## config.mk

```make
export PLATFORM = sky130hd
export DESIGN_NAME = load_store_unit
export DESIGN_NICKNAME = d
export VERILOG_FILES = /design/src/rtl/load_store_unit.sv
export SDC_FILE = /design/constraint.sdc
export NUM_CORES = 1
export LEC_CHECK = 0
export BUFFER_PORTS_ARGS = -buffer_cell sky130_fd_sc_hd__buf_2
export CORE_MARGIN = 2
export CORE_UTILIZATION = 30
export CTS_CLUSTER_DIAMETER = 80
export CTS_CLUSTER_SIZE = 24
export DETAILED_ROUTE_END_ITERATION = 12
export HOLD_SLACK_MARGIN = 0.15
export SLEW_MARGIN = 10
export SYNTH_ARGS = -nofsm -noshare
export SYNTH_HDL_FRONTEND = slang
export SYNTH_SLANG_ARGS = --single-unit
```

## constraint.sdc

```tcl
create_clock -name clk -period 2.4 [get_ports clk]
set_clock_uncertainty 0.1 [all_clocks]
set_input_delay 0.24 -clock clk [delete_from_list [all_inputs] [get_ports clk]]
set_output_delay 0.24 -clock clk [all_outputs]
set_load 0.02 [all_outputs]
```

## src/rtl/load_store_unit.sv

```systemverilog
// MEM-stage load/store initiator: word-aligned memory port, sub-word stores via read-modify-write.
// Optional MISALIGN_TRAP_EN suppresses misaligned half/word accesses and pulses 'misaligned'.
module load_store_unit #(
    parameter int ADDR_W = 32
) (
    input  logic              clk,
    input  logic              reset,
    input  logic              req_valid,
    input  logic              req_wr,
    input  logic [1:0]        req_size,
    input  logic              req_signed,
    input  logic [ADDR_W-1:0] req_addr,
    input  logic [31:0]       req_wdata,
    output logic              stall,
    output logic [31:0]       load_data,
    output logic              load_valid,
    output logic              misaligned,
    output logic [ADDR_W-1:0] mem_addr,
    output logic              mem_rd,
    output logic              mem_wr,
    output logic [31:0]       mem_wdata,
    input  logic [31:0]       mem_rdata
);

    typedef enum logic {IDLE, RMW_WR} state_t;

    state_t state, state_next;

    logic              is_byte, is_half, is_word;
    logic              req_misaligned;
    logic              req_live, accept;
    logic              do_load, do_store_word, do_store_sub, do_trap;
    logic [4:0]        lane_shift;
    logic [31:0]       lane_rdata, load_ext;
    logic [31:0]       lane_mask, lane_wdata;
    logic [ADDR_W-1:0] word_addr;

    logic [31:0]       rmw_old, rmw_mask, rmw_data;
    logic [ADDR_W-1:0] rmw_addr;

    assign is_byte   = (req_size == 2'b00);
    assign is_half   = (req_size == 2'b01);
    assign is_word   = req_size[1];
    assign word_addr = {req_addr[ADDR_W-1:2], 2'b00};

`ifdef MISALIGN_TRAP_EN
    assign req_misaligned = (is_half && req_addr[0]) || (is_word && (req_addr[1:0] != 2'b00));
`else
    assign req_misaligned = 1'b0;
`endif

    assign req_live      = (state == IDLE) && req_valid && !reset;
    assign accept        = req_live && !req_misaligned;
    assign do_trap       = req_live && req_misaligned;
    assign do_load       = accept && !req_wr;
    assign do_store_word = accept && req_wr && is_word;
    assign do_store_sub  = accept && req_wr && !is_word;

    // Half lanes follow addr[1] only, byte lanes follow addr[1:0]; words always use lane 0.
    assign lane_shift = is_word ? 5'd0 :
                        is_half ? {req_addr[1], 4'b0000} : {req_addr[1:0], 3'b000};

    assign lane_rdata = mem_rdata >> lane_shift;

    always_comb begin
        load_ext = mem_rdata;
        if (is_byte)
            load_ext = {{24{req_signed & lane_rdata[7]}}, lane_rdata[7:0]};
        else if (is_half)
            load_ext = {{16{req_signed & lane_rdata[15]}}, lane_rdata[15:0]};
    end

    assign lane_mask  = (is_half ? 32'h0000_FFFF : 32'h0000_00FF) << lane_shift;
    assign lane_wdata = (req_wdata & (is_half ? 32'h0000_FFFF : 32'h0000_00FF)) << lane_shift;

    always_comb begin
        state_next = state;
        stall      = 1'b0;
        mem_rd     = 1'b0;
        mem_wr     = 1'b0;
        mem_addr   = word_addr;
        mem_wdata  = req_wdata;
        case (state)
            IDLE: begin
                if (do_load)
                    mem_rd = 1'b1;
                if (do_store_word)
                    mem_wr = 1'b1;
                if (do_store_sub) begin
                    mem_rd     = 1'b1;
                    stall      = 1'b1;
                    state_next = RMW_WR;
                end
            end
            RMW_WR: begin
                // Gating with reset aborts the write so the memory word stays intact.
                mem_wr     = !reset;
                mem_addr   = rmw_addr;
                mem_wdata  = (rmw_old & ~rmw_mask) | (rmw_data & rmw_mask);
                state_next = IDLE;
            end
            default: state_next = IDLE;
        endcase
    end

    always_ff @(posedge clk) begin
        if (reset) begin
            state      <= IDLE;
            load_data  <= 32'd0;
            load_valid <= 1'b0;
            misaligned <= 1'b0;
            rmw_old    <= 32'd0;
            rmw_mask   <= 32'd0;
            rmw_data   <= 32'd0;
            rmw_addr   <= '0;
        end else begin
            state      <= state_next;
            load_valid <= do_load;
            misaligned <= do_trap;
            if (do_load)
                load_data <= load_ext;
            if (do_store_sub) begin
                rmw_old  <= mem_rdata;
                rmw_mask <= lane_mask;
                rmw_data <= lane_wdata;
                rmw_addr <= word_addr;
            end
        end
    end

endmodule

```

# After elaboration in Yosys (flattened, before gate mapping)
# Cells that the tools add are included.
[classes]
bitwise_logic = 8
eq_ne = 1
n_reduce_logical = 10
mux = 15
n_shift = 3
[op_table]
columns = ["op", "n"]
rows = [
  ["$mux 32", 4],
  ["$and 32x32->32", 2],
  ["$shl 32x5->32", 2],
  ["$and 32x16->32", 1],
  ["$not 32->32", 1],
  ["$or 32x32->32", 1],
  ["$shr 32x5->16", 1],
  ["$mux 16", 1],
  ["$logic_and 1x1->1", 6],
  ["$mux 1", 6],
  ["$mux 5", 1],
  ["$mux 4", 1],
  ["$pmux 1 s2", 2],
  ["$logic_not 1->1", 3],
  ["$and 1x1->1", 2],
  ["$eq 2x1->1 const B", 1],
  ["$logic_not 2->1", 1],
  ["$not 1->1", 1],
]
[word_totals]
out_inout_bits = 101
in_bits = 103
register_bits = 160
wordCells = 44

# Logic depth before layout (Yosys ltp)
[depth]
word_depth = 7
depth_mapped = 10
ltp_nobuf = 6

# Worst setup path after synthesis
# Ideal clock, no wire load.
[synth_path]
path_type = "register -> register"
startpoint = "reg state"
endpoint = "reg load_data[17]"
path_stages_with_launch = 11
path_slack_ps = 382
synth_period_minus_slack_ps = 2018
path_buffers = 4
arrival_time_ps = 1786
required_time_ps = 2167
setup_ps = 133
cell_sequence = "dfxtp_1 -> clkbuf_1 -> or3b_1 -> buf_2 -> or2_1 -> buf_6 -> clkinv_8 -> o211ai_4 -> buf_6 -> o221ai_2 -> a21oi_1"
[synth_via]
elab_chain_len = 4
[synth_rtl]
columns = ["item", "line_no", "text"]
rows = [
  ["start: declaration", "27", "state_t state, state_next;"],
  ["start signal: assignment", "117", "state <= state_next;"],
  ["$not 1->1", "n/a", ""],
  ["$logic_and 1x1->1 (2 in series)", "52", "assign req_live = (state == IDLE) && req_valid && !reset;"],
  ["$logic_and 1x1->1", "55", "assign do_load = accept && !req_wr;"],
  ["end signal: assignment", "121", "load_data <= load_ext;"],
  ["end: declaration", "15", "output logic [31:0] load_data,"],
]
# Every way passes these cells.
# A chain may end at the register's enable or synchronous reset.

# Worst setup path after layout
[layout_path]
startpoint = "reg state"
endpoint = "out stall"
[layout_via]
elab_chain_len = 7
[layout_rtl]
columns = ["item", "line_no", "text"]
rows = [
  ["$not 1->1", "n/a", ""],
  ["$logic_and 1x1->1 (2 in series)", "52", ""],
  ["$logic_and 1x1->1 (2 in series)", "57", "assign do_store_sub = accept && req_wr && !is_word;"],
  ["$mux 1", "89", "if (do_store_sub) begin"],
  ["$mux 1 *", "83", "case (state)"],
  ["end: declaration", "14", "output logic stall,"],
]
# Mark *: on every way between the ends. The rest lies on a longest branch, timed or not.

==> impl_metrics.csv <==
group,metric,value,unit
pwr,p_per_area,635.5,nW/um^2
synth,yosysWarnings,0,
synth,syn_avg_cell_area,8.239,sq um
setup_path,crit_start,"state",
cts,clk_pin_slew,0.06,ns
synth,synthSimpleGateAreaFrac,18.36,%
global_routing,grt_max_degree,102,
setup_path,reg2reg_setup_slack,0.34,ns
global_routing,overflow,0,
synth,netlist_top_cells_count,"nand2_1 (141), dfxtp_1 (132), a21oi_1 (113), nor2_1 (88), clkbuf_1 (38)",
detailed_routing,drtIter0Drc,432,
layout,num-nets-final,1129,
placed_design,place_area,7620,sq um
cts,clock-sinks,132,
detailed_routing,vias,6528,
sta,rsz0062_at_grt,"false",
synth,synth-seq-cells,132,
placed_design,io_buffers,200,
global_routing,antenna_found_initial,1,
setup_path,max_stage_delay,0.41,ns
placed_design,gp_congestion,0.8184,
setup_path,path_class,"reg -> out",
synth,synth-seq-area-share,41.12,%
setup_path,cp_top_family,"simple AND/OR/NAND/NOR gates",
setup_path,path_common_cell,"buf_4",
detailed_routing,viasPerCell,4.964,
synth,synth_area_leaders,"dfxtp_1 (41%), a21oi_1 (8.8%), nand2_1 (8.2%)",
cts,clock-root-buffer,"clkbuf_16",
setup_path,ff2ff_path_depth,6,
layout,synthToLayoutAreaGrowth,38.88,%
min_path,holdPathStages,4,
floorplan,initial_core_util,30.57,%
job,cap_violations,0,
cts,cts.path.max_buffers,2,
placed_design,pre_cts_ws,0.2763,ns
synth,synth_fa_ha_area_share,0,%
floorplan,num_io_pins,204,
floorplan,fp.dieW,150.4,microns
global_routing,grt_use_total,18.92,%
sta,timing.final.crit_period,2.340,ns
cts,clock_latency,0.41,ns
min_path,hp-start,"req_wdata[13]",
floorplan,core.rowCount,53,
floorplan,die_area,22610,sq um
synth,synthMuxAreaShare,10.55,%
layout,fin_area,8925,sq um
cts,numCtsBuffers,17,
synth,synth_cells,780,
setup_path,cp-start-kind,"flop",
setup_path,r2r_start,"state",
setup_path,worstPathCellList,"or3b_4, buf_4, or2_4, inv_8, buf_6, buf_4",
pwr,leakagePower,3.534,nW
setup_path,critical_path_required,2.06,ns
synth,synth_top_area_share,41.12,%
setup_path,arrival,2.00,ns
setup_path,critPathCaptureType,"output port",
detailed_routing,wire_per_inst,16.79,microns
synth,yosysTopAreaCell,"dfxtp_1",
setup_path,path_buf_inv,4,
global_routing,grt_pass1_vias,6174,
synth,async_flop_share,0,%
floorplan,die_y,150.4,microns
detailed_routing,ant_nets,0,
cts,htreeDepth,4,
synth,syn-cell-area,6426,sq um
sta,maxSlewViolCount,0,
layout,drive_gt1_share,28.90,%
synth,synth_top_family_by_area,"compound AO/OA/AOI/OAI gates",
sta,setup_violations,0,
setup_path,worstPathMaxFanout,10,
synth,synth_flop_cell,"dfxtp_1",
setup_path,critPathSlowestCell,"or3b_4",
cts,cts_tree,"built",
sta,finalCritPeriodShare,97.51,%
detailed_routing,routed_wl,22070,microns
detailed_routing,drc,0,
synth,synth_xor_area_share,0,%
global_routing,grt_pass1_wl,33060,microns
detailed_routing,dr.pass1.iters,5,
sta,timing.fmax,427.3,MHz
min_path,hold_path_class,"in -> reg",
placed_design,dp_hpwl,15110,microns
sta,timing.hold.ws,0.1704,ns
pwr,peakVddDrop,0.3828,mV
setup_path,r2r-end,"load_data[29]",
sta,relSlewSlack,24.79,%
sta,worst_pin_slew,1.128,ns
sta,setup_tns,0,ns
status,status,"complete, no violations",
sta,hold_viol,0,
synth,synth_edf_count,0,
sta,timing.final.ws_setup,0.05969,ns
floorplan,core-area,21020,sq um
min_path,hold_end,"rmw_data[13]",
synth,synth_cell_types,44,
synth,synth_compound_area_share,24.08,%
synth,synth.most_common_cell,"nand2_1",
==> state kept, by name, summed over array words and instances (netlist names) <==
name,count
rmw_data,32
rmw_old,32
load_data,32
rmw_mask,4
load_valid,1
rmw_addr,30
state,1
==> where the power goes <==
group          switching (mW)  internal, mW  total, mW
logic                   0.527         0.361      0.889
clock network           0.949          1.55       2.49
registers              0.0378          2.25       2.29
total                    1.51          4.16       5.67
==> worst reg2reg max path: cells and delay by family (launching register included) <==
| kind | cells | cell delay [ns] |
|---|---|---|
| simple gates | 2 | 0.72 |
| compound gates | 3 | 0.58 |
| flops | 1 | 0.34 |
| buf+inv | 1 | 0.20 |
==> through the flow <==
step / instances / util [%] / power (mW)
after detailed placement: 1210 / 36.25 / 3.124
after global routing: 1314 / 42.44 / 5.899
after CTS: 1313 / 42.41 / 5.712
after floorplan: 782 / - / 2.804
final: 1315 / 42.46 / 5.672
after global placement: 1210 / 36.25 / 3.118
==> final cells by class <==
class / count / area, sq um
inverters: 7 / 46.29
fillers: 2153 / 12100
diodes: 2 / 5.005
repair buffers: 292 / 1897
well taps: 275 / 344.1
flip-flops and latches: 132 / 2646
clock buffers: 22 / 454.2
multi-input cells: 576 / 3427
clock inverters: 9 / 105.1
==> cell families (layout without fill, tap and decap cells) <==
kind of cell    Yosys count  in the layout
compound gates          232            232
flops                   132            132
mux                      64             64
simple gates            277            277
buf+inv                  74            330
other cells               1              5
==> worst max path at each step <==
| stage | endpoint | slack (ns) | cells past startpoint |
|---|---|---|---|
| floorplan | load_data[17] | 0.38 | 10 |
| global placement | stall | 0.28 | 7 |
| detailed placement | stall | 0.28 | 7 |
| CTS | stall | 0.001 | 6 |
| global route | stall | 0.01 | 6 |
| finish | stall | 0.06 | 6 |
==> layout by cell type (no fill, tap or decap), types with 2 or more instances in the layout <==
cell / instances
a22o_1: 8
clkbuf_16: 17
a211oi_1: 8
nor2_1: 88
mux2_2: 30
nor2b_1: 9
and3_1: 8
dfxtp_1: 131
o221ai_1: 13
and2_1: 16
a32oi_1: 8
clkbuf_1: 4
nand2_1: 141
nand2b_1: 3
dlygate4sd3_1: 72
o21ai_1: 4
clkinvlp_4: 2
diode_2: 2
a21boi_0: 8
clkinv_2: 3
inv_1: 5
conb_1: 3
nor3_1: 2
o21ai_0: 13
o21a_1: 8
o221ai_2: 10
a21oi_1: 113
buf_6: 2
o31a_1: 2
mux2i_1: 34
bufinv_16: 2
buf_4: 19
buf_2: 198
a22oi_1: 25
o31ai_1: 8
==> repair_timing <==
action	4_1_cts	5_1_grt
hold endpoints to repair	87	0
resized for setup	5	2
hold buffers	72	0
cloned	0	0
endpoints found under the setup margin	32	1
buffers inserted	0	0
==> routing by layer <==
| layer | track usage, % | part of all wire, % |
|---|---|---|
| met1 | 24.15 | 44 |
| met2 | 31.18 | 48 |
| met3 | 3.061 | 4.2 |
| met4 | 8.868 | 3.2 |
| met5 | 0 | 0 |
Power figures use the tool's default switching activity.
